===== config.mk =====
export PLATFORM = sky130hd
export DESIGN_NAME = helper_axis_stream_generator
export DESIGN_NICKNAME = d
export VERILOG_FILES = /design/src/rtl/helper_axis_stream_generator.sv
export SDC_FILE = /design/constraint.sdc
export NUM_CORES = 1
export LEC_CHECK = 0
export CAP_MARGIN = 10
export CORE_MARGIN = 1.5
export CORE_UTILIZATION = 40
export CTS_BUF_LIST = sky130_fd_sc_hd__clkbuf_4 sky130_fd_sc_hd__clkbuf_8
export CTS_CLUSTER_DIAMETER = 200
export DETAILED_ROUTE_END_ITERATION = 10
export PLACE_DENSITY_LB_ADDON = 0.1
export SYNTH_ARGS = -nofsm -noshare
export SYNTH_HDL_FRONTEND = slang
export SYNTH_SLANG_ARGS = --single-unit

===== constraint.sdc =====
create_clock -name clk -period 2.25 [get_ports clk]
set_clock_uncertainty 0.15 [all_clocks]
set_input_delay 0.225 -clock clk [delete_from_list [all_inputs] [get_ports clk]]
set_output_delay 0.225 -clock clk [all_outputs]
set_load 0.005 [all_outputs]

===== src/rtl/helper_axis_stream_generator.sv =====
// helper_axis_stream_generator
//
// Parametrised AXI-Stream stimulus source. Emits beats taken from a counter,
// a 32-bit Galois LFSR or a constant. It marks packet boundaries on
// output_last and raises a sticky done flag once BEAT_COUNT beats have been
// accepted. An offered beat is held stable until it is accepted.
//
// Optional feature: define HELPER_AXIS_GEN_THROTTLE_EN to insert
// pseudo-random idle gaps of 0..3 cycles between beats. The gap lengths
// come from an 8-bit LFSR.
//
// Handshake: a beat transfers on a rising edge where output_valid and
// output_ready are both 1. Once output_valid is 1, it stays 1 and
// output_data/output_last stay constant until that transfer. Only rst
// drops a pending beat.
//
// Ports:
//   clk          in   rising-edge clock
//   rst          in   synchronous active-high reset
//   enable       in   permission to start or continue offering beats
//   output_valid out  AXIS tvalid (registered)
//   output_data  out  AXIS tdata, DATA_WIDTH bits (registered)
//   output_last  out  AXIS tlast (registered)
//   output_ready in   AXIS tready
//   done         out  sticky: all BEAT_COUNT beats accepted
//   beat_count   out  accepted beats, saturating at 2^32-1
//
// The FSM state register state_q (type state_e) is the debug hook for
// bound checkers.
module helper_axis_stream_generator #(
  parameter int          DATA_WIDTH  = 10,
  parameter int          MODE        = 0,
  parameter logic [31:0] START_VALUE = 32'd0,
  parameter logic [31:0] STEP        = 32'd1,
  parameter logic [31:0] SEED        = 32'h1,
  parameter logic [31:0] BEAT_COUNT  = 32'd0,
  parameter logic [31:0] LAST_PERIOD = 32'd0
) (
  input  logic                  clk,
  input  logic                  rst,
  input  logic                  enable,
  output logic                  output_valid,
  output logic [DATA_WIDTH-1:0] output_data,
  output logic                  output_last,
  input  logic                  output_ready,
  output logic                  done,
  output logic [31:0]           beat_count
);

  localparam logic [31:0] DATA_MASK = 32'hFFFF_FFFF >> (32 - DATA_WIDTH);
  localparam logic [31:0] LFSR_TAPS = 32'h8020_0003;
  localparam logic [31:0] SRC_RESET = (MODE == 1) ? SEED : (START_VALUE & DATA_MASK);

  typedef enum logic [1:0] {
    S_IDLE = 2'd0,
    S_RUN  = 2'd1,
    S_HOLD = 2'd2,
    S_DONE = 2'd3
  } state_e;

  state_e      state_q, state_d;
  logic        valid_q, valid_d;
  logic        last_q, last_d;
  logic        done_q, done_d;
  logic [31:0] src_q, src_d;
  logic [31:0] count_q, count_d;
  logic [31:0] period_q, period_d;

  logic        hs;
  logic [31:0] src_next;
  logic [31:0] count_next;
  logic [31:0] period_next;
  logic        period_hit;
  logic        is_final;
  logic        offer_ok;
  logic        offer_after_hs;

  // Whether the beat that would be offered with this period/count state
  // carries tlast.
  function automatic logic last_for(input logic [31:0] period, input logic [31:0] count);
    last_for = ((LAST_PERIOD != 32'd0) && (period == LAST_PERIOD - 32'd1)) ||
               ((BEAT_COUNT != 32'd0) && (count + 32'd1 == BEAT_COUNT));
  endfunction

  assign hs = valid_q & output_ready;

  always_comb begin
    src_next = src_q;
    if (MODE == 1) begin
      src_next = (src_q >> 1) ^ (src_q[0] ? LFSR_TAPS : 32'd0);
    end else if (MODE == 0) begin
      // Masking to DATA_WIDTH gives the silent modulo-2^DATA_WIDTH wrap.
      src_next = (src_q + STEP) & DATA_MASK;
    end
  end

  assign count_next  = (count_q == 32'hFFFF_FFFF) ? count_q : count_q + 32'd1;
  assign period_hit  = (LAST_PERIOD != 32'd0) && (period_q == LAST_PERIOD - 32'd1);
  assign period_next = ((LAST_PERIOD == 32'd0) || period_hit) ? 32'd0 : period_q + 32'd1;
  assign is_final    = (BEAT_COUNT != 32'd0) && (count_q + 32'd1 == BEAT_COUNT);

`ifdef HELPER_AXIS_GEN_THROTTLE_EN
  logic [7:0] thr_q, thr_d;
  logic [1:0] gap_q, gap_d;

  // gap_q counts the idle cycles still owed after a handshake. A beat may be
  // offered on the edge that takes gap_q to 0.
  always_comb begin
    thr_d = thr_q;
    gap_d = (gap_q != 2'd0) ? gap_q - 2'd1 : gap_q;
    if (hs) begin
      thr_d = {thr_q[6:0], thr_q[7] ^ thr_q[5] ^ thr_q[4] ^ thr_q[3]};
      gap_d = thr_q[1:0];
    end
  end

  assign offer_ok       = (gap_q <= 2'd1);
  assign offer_after_hs = (thr_q[1:0] == 2'd0);

  always_ff @(posedge clk) begin
    if (rst) begin
      thr_q <= 8'hA5;
      gap_q <= 2'd0;
    end else begin
      thr_q <= thr_d;
      gap_q <= gap_d;
    end
  end
`else
  assign offer_ok       = 1'b1;
  assign offer_after_hs = 1'b1;
`endif

  always_comb begin
    state_d  = state_q;
    valid_d  = valid_q;
    last_d   = last_q;
    done_d   = done_q;
    src_d    = src_q;
    count_d  = count_q;
    period_d = period_q;

    if (hs) begin
      src_d    = src_next;
      count_d  = count_next;
      period_d = period_next;
    end

    case (state_q)
      S_IDLE: begin
        valid_d = 1'b0;
        last_d  = 1'b0;
        if (enable) begin
          state_d = S_RUN;
          if (offer_ok) begin
            valid_d = 1'b1;
            last_d  = last_for(period_q, count_q);
          end
        end
      end

      S_RUN: begin
        if (hs) begin
          if (is_final) begin
            state_d = S_DONE;
            valid_d = 1'b0;
            last_d  = 1'b0;
            done_d  = 1'b1;
          end else if (!enable) begin
            state_d = S_IDLE;
            valid_d = 1'b0;
            last_d  = 1'b0;
          end else begin
            valid_d = offer_after_hs;
            last_d  = offer_after_hs & last_for(period_next, count_next);
          end
        end else if (valid_q) begin
          // Pending beat: never withdraw it, just park in HOLD.
          if (!enable) begin
            state_d = S_HOLD;
          end
        end else if (!enable) begin
          state_d = S_IDLE;
        end else if (offer_ok) begin
          valid_d = 1'b1;
          last_d  = last_for(period_q, count_q);
        end
      end

      S_HOLD: begin
        if (hs) begin
          valid_d = 1'b0;
          last_d  = 1'b0;
          if (is_final) begin
            state_d = S_DONE;
            done_d  = 1'b1;
          end else begin
            state_d = S_IDLE;
          end
        end
      end

      S_DONE: begin
        valid_d = 1'b0;
        last_d  = 1'b0;
        done_d  = 1'b1;
      end

      default: begin
        state_d = S_IDLE;
      end
    endcase
  end

  always_ff @(posedge clk) begin
    if (rst) begin
      state_q  <= S_IDLE;
      valid_q  <= 1'b0;
      last_q   <= 1'b0;
      done_q   <= 1'b0;
      src_q    <= SRC_RESET;
      count_q  <= 32'd0;
      period_q <= 32'd0;
    end else begin
      state_q  <= state_d;
      valid_q  <= valid_d;
      last_q   <= last_d;
      done_q   <= done_d;
      src_q    <= src_d;
      count_q  <= count_d;
      period_q <= period_d;
    end
  end

  assign output_valid = valid_q;
  assign output_data  = src_q[DATA_WIDTH-1:0];
  assign output_last  = last_q;
  assign done         = done_q;
  assign beat_count   = count_q;

  // The upper LFSR bits feed only the next state when DATA_WIDTH < 32.
  logic unused_src_bits;
  assign unused_src_bits = ^src_q;

endmodule

# Yosys cells after proc, flatten, opt, wreduce, memory -nomap -nowiden
# Index checks and enable logic that the tools add are counted.
[totals]
register_bits = 47
wordCells = 41
[classes]
n_addsub = 2
eq_ne = 9
muxes = 16
n_bitwise = 2
reduce_logical = 6
[op_table]
columns = ["operator", "n"]
rows = [
  ["$add A32 B1 Y32 const B", 1],
  ["$eq A32 B32 Y1 const B", 1],
  ["$mux W2", 6],
  ["$add A10 B1 Y10 const B", 1],
  ["$mux W1", 7],
  ["$ne A3 B3 Y1 const B", 2],
  ["$pmux W2 S3", 1],
  ["$eq A2 B2 Y1 const B", 2],
  ["$ne A2 B2 Y1 const B", 2],
  ["$ne A4 B4 Y1 const B", 1],
  ["$pmux W1 S4", 1],
  ["$reduce_and A4 Y1", 1],
  ["$pmux W1 S3", 1],
  ["$reduce_and A3 Y1", 1],
  ["$reduce_bool A3 Y1", 1],
  ["$eq A2 B1 Y1 const B", 1],
  ["$logic_not A2 Y1", 1],
  ["$reduce_and A2 Y1", 1],
  ["$reduce_or A2 Y1", 1],
  ["$and A1 B1 Y1", 1],
  ["$not A1 Y1", 1],
]

# Depth between registers and ports, before layout
[logic_depth]
ltp_word = 4
depth_mapped = 7
depth_no_buf = 6

# Worst setup path after synthesis
# Ideal clock, no wire load.
[synth_path]
path_kind = "register to register"
from = "register count_q[0], in the netlist beat_count[0]"
to = "register count_q[30], in the netlist beat_count[30]"
setup_ns = 0.116
arrival_ns = 1.962
required_time_ns = 1.984
path_slack_ns = 0.022
stages_incl_launch_ff = 7
synth_period_minus_slack_ns = 2.228
cell_sequence = "dfxtp_1 ha_1 nand3_2 or4_1 nor3_2 a21oi_1 a31o_2"
[synth_between]
elab_chain_cells = 3
word_cells_on_any_way = 4
[synth_rtl]
columns = ["element", "line", "text"]
rows = [
  ["start, declared", "66", "logic [31:0] count_q, count_d;"],
  ["start signal, assigned", "230", "count_q <= count_d;"],
  ["branches (longest 3 deep; another with $add A32 B1 Y32)", "--", ""],
]
# Several ways; the timed one is not identified.
# A chain may end at the register's enable or synchronous reset.

# Worst setup path after layout
[layout_path]
from = "register count_q[23], in the netlist beat_count[23]"
to = "register count_q[1], in the netlist beat_count[1]"
[layout_between]
elab_chain_cells = 3
[layout_rtl]
columns = ["element", "line", "text"]
rows = [
  ["$eq A32 B32 Y1", "97", "assign count_next = (count_q == 32'hFFFF_FFFF) ? count_q : count_q + 32'd1;"],
  ["$not A1 Y1 (no line)", "--", ""],
  ["$reduce_and A2 Y1 (no line)", "--", ""],
]
# Every way passes these cells.

==> results.txt <==
----------------------------------------------------
[Run status]
  Result of the run ... finished clean

[Flow run]
  Number of maximum-capacitance violations ... 0

[Finish]
  Final instance area ... 3360 um2
  Syn-to-layout area delta ... 38.2%
  Proportion of layout cells with a drive suffix above 1 ... 0.207
  Core occupancy in the finished layout ... 0.571
  Nets@finish ... 378
  Post-Layout Cell Count ... 442
  Total inserted antenna cells ... 0

[CTS]
  TritonCTS clock tree ... built
  Number of H-tree levels ... 2
  Number of CTS-inserted buffers ... 5
  Number of clock sinks seen by CTS ... 46
  Maximum root-to-sink buffer count ... 2
  Clock tree root buffer cell ... sky130_fd_sc_hd__clkbuf_8
  Clock Pin Slew Worst Setup and Hold Paths ... 80 ps
  Clock latency on the worst-skew pair ... 300 ps

[Hold path]
  Worst hold path type ... input pin to flip-flop

[Route]
  Final routed wirelength across all metal layers ... 5740 um
  Mean number of vias per cell ... 5.21
  Drt first-iter violations ... 115
  1st-pass router iterations ... 4
  Via count ... 2302
  Number of nets still failing antenna checks after routing ... 0
  Number of remaining DRC errors ... 0
  Average wire per standard cell ... 13.0 um

[Critical path]
  CP bufs+invs ... 1
  Cell chain of the critical path ... nand4_1, or4_4, nor4_4, buf_6, nand3b_1, a21oi_2
  Largest fanout on the critical path ... 14
  Data arrival, critical path ... 2170 ps
  Worst Path Class, Setup ... flip-flop to flip-flop
  Delay-heaviest family, CP ... simple AND/OR/NAND/NOR gates
  Setup crit end kind ... flip-flop
  Cell with the biggest individual delay on the critical path ... sky130_fd_sc_hd__or4_4
  Type of origin of the critical path ... flip-flop
  Max incr delay on CP ... 690 ps
  Critical Path RT ... 2300 ps

[Floorplan]
  Row Count ... 28
  Ports placed on the boundary ... 49
  Die Height ... 81.0 um
  Chip Width ... 81.0 um
  Total die area ... 6560 um2
  Placeable core region ... 5890 um2
  Starting Density ... 0.413

[Synth]
  Syn_nets ... 294
  Avg Cell Area, Syn ... 8.63 um2
  Share of synthesized registers carrying an async set or reset ... 0
  Gate Count Post-Synth ... 282
  Share of the synthesized area in the top cell type ... 0.379
  Number of distinct library cells after synthesis ... 55
  Register bit count reported by yosys ... 46
  Primary flip-flop cell chosen by synthesis mapping ... sky130_fd_sc_hd__dfxtp_1
  Number of enable-type register cells in the synthesized netlist ... 0
  Fraction of the yosys area taken by sequential cells ... 0.379
  Area of the mapped netlist ... 2430 um2
  Yosys Warn Count ... 0
  Synth area leader ... sky130_fd_sc_hd__dfxtp_1
  Cells taking the most area after synthesis ... sky130_fd_sc_hd__dfxtp_1 (38%), sky130_fd_sc_hd__nor2_1 (5.2%), sky130_fd_sc_hd__ha_1 (4.1%), sky130_fd_sc_hd__xor2_1 (4.0%), sky130_fd_sc_hd__a21oi_1 (3.7%)

[STA]
  Accumulated negative setup slack ... 0 ps
  Number of pins exceeding their max-slew limit in the final report ... 0
  Final count of hold timing violations ... 0
  Maximum clock frequency ... 0.470 GHz
  Crit share post-route ... 0.946
  Final min period ... 2130 ps
  Unrepaired setup endpoints after global routing ... false
  Min setup slack post-route ... 122 ps
  Setup violations, final ... 0

[Global routing]
  All-Layer GR Usage ... 0.184
  Antenna violations before repair ... 0
  Gr ovfl total ... 0
  Wire length of the first global-routing pass ... 9360 um
  Via count of the first global-routing pass ... 2047
  Largest net degree at the start of global routing ... 30

[Pwr]
  Power spent charging and discharging nets ... 0.329 mW
  Sw Share ... 0.228
  Cell area power density ... 429 nW/um2
  Fraction of power consumed by the clock network ... 0.375
  Sequential cell fraction of total power ... 0.570
  Maximum VDD drop ... 350 uV
  Standby leakage power ... 1.24 nW
  Gate power share ... 0.055
  Internal power ... 1.11 mW

[Placement]
  I/O Buffers ... 47
  Placed insts ... 433
  Half-perimeter wire length of the detailed placement result ... 4250 um
  Cell Area, Placed ... 3240 um2
  Final weighted congestion in routability-driven placement ... 0.823
  Post-placement worst setup slack ... -155 ps

----------------------------------------------------
## path summary, 6_finish.rpt
check | from | endpoint | slack (ps) | cells after the start
setup / recovery | beat_count[23] | beat_count[1] | 120 | 6
hold / removal | rst | beat_count[24] | 180 | 2
setup reg to reg | beat_count[23] | beat_count[1] | 120 | 6
hold reg to reg | done | done | 330 | 2
## flip-flops by register name, summed over array words and instances, names as in the netlist
| signal | cells |
|---|---|
| state_q | 2 |
| done | 1 |
| beat_count | 32 |
| src_q | 10 |
| output_valid | 1 |
## cell usage after synthesis, drive strengths merged (5+ instances only)
cell type / n
a21oi: 25
and3: 5
and4: 5
buf: 5
clkbuf: 6
dfxtp: 46
ha: 8
inv: 8
nand2: 24
nand3: 11
nand4: 9
nor2: 34
nor3: 6
nor4: 8
o21ai: 20
or3: 15
xnor2: 6
xor2: 11
## timing repair
action / 4_1_cts / 5_1_grt
endpoints found under the setup margin: 0 / 11
resized for setup: 0 / 3
hold buffers: 0 / 0
buffers inserted: 0 / 1
## worst reg2reg max path, stage by stage, from the launching register on
cell	delay, ps
sky130_fd_sc_hd__dfxtp_1	330
sky130_fd_sc_hd__nand4_1	170
sky130_fd_sc_hd__or4_4	690
sky130_fd_sc_hd__nor4_4	320
sky130_fd_sc_hd__buf_6	180
sky130_fd_sc_hd__nand3b_1	130
sky130_fd_sc_hd__a21oi_2	50
## power groups by stage
stage	Clock [mW]	Sequential, mW	Combinational [mW]
2_1_floorplan	0	0.843	0.0450
3_3_place_gp	0	0.842	0.0789
3_5_place_dp	0	0.842	0.0798
4_1_cts	0.561	0.823	0.0801
5_1_grt	0.596	0.824	0.0891
6_report	0.541	0.823	0.0790
## area by class of cell
class | count | area (um2)
clock buffers | 7 | 90.1
clock inverters | 1 | 5.00
fillers | 555 | 2520
inverters | 8 | 30.0
multi-input cells | 217 | 1430
flip-flops and latches | 46 | 921
well taps | 75 | 93.8
repair buffers | 88 | 790
## stage by stage
stage	hold slack (ps)	power, mW
2_1_floorplan	254	0.888
3_3_place_gp	306	0.921
3_5_place_dp	314	0.922
4_1_cts	175	1.46
5_1_grt	186	1.51
6_report	176	1.44
## layout by cell type (no fill, tap or decap), types with 6 or more instances in the layout
master,count
sky130_fd_sc_hd__a21oi_1,18
sky130_fd_sc_hd__a21oi_2,7
sky130_fd_sc_hd__buf_4,39
sky130_fd_sc_hd__clkbuf_8,6
sky130_fd_sc_hd__clkdlybuf4s50_1,46
sky130_fd_sc_hd__dfxtp_1,46
sky130_fd_sc_hd__ha_1,8
sky130_fd_sc_hd__inv_1,8
sky130_fd_sc_hd__nand2_1,24
sky130_fd_sc_hd__nand3_1,10
sky130_fd_sc_hd__nand4_1,7
sky130_fd_sc_hd__nor2_1,34
sky130_fd_sc_hd__o21ai_0,7
sky130_fd_sc_hd__o21ai_1,13
sky130_fd_sc_hd__or3_1,10
sky130_fd_sc_hd__xnor2_1,6
sky130_fd_sc_hd__xor2_1,11
## cells by family after synthesis
family | count (synthesis) | synth area share
AO/OA/AOI/OAI | 63 | 0.177
flip-flops | 46 | 0.379
buffers and inverters | 19 | 0.0375
other | 1 | 0.00154
adder cells (fa/ha/maj) | 8 | 0.0412
XOR/XNOR | 17 | 0.0612
AND/OR/NAND/NOR | 128 | 0.303
## per-layer routing
metal / vias up / routed length [um] / GRT usage
li1: 1192 / - / -
met3: 5 / 274 / 0.0573
met2: 42 / 2560 / 0.288
met4: 0 / 61 / 0.0517
met5: - / 0 / 0
met1: 1063 / 2840 / 0.244
Note: power is estimated with default switching activity, not from simulation.
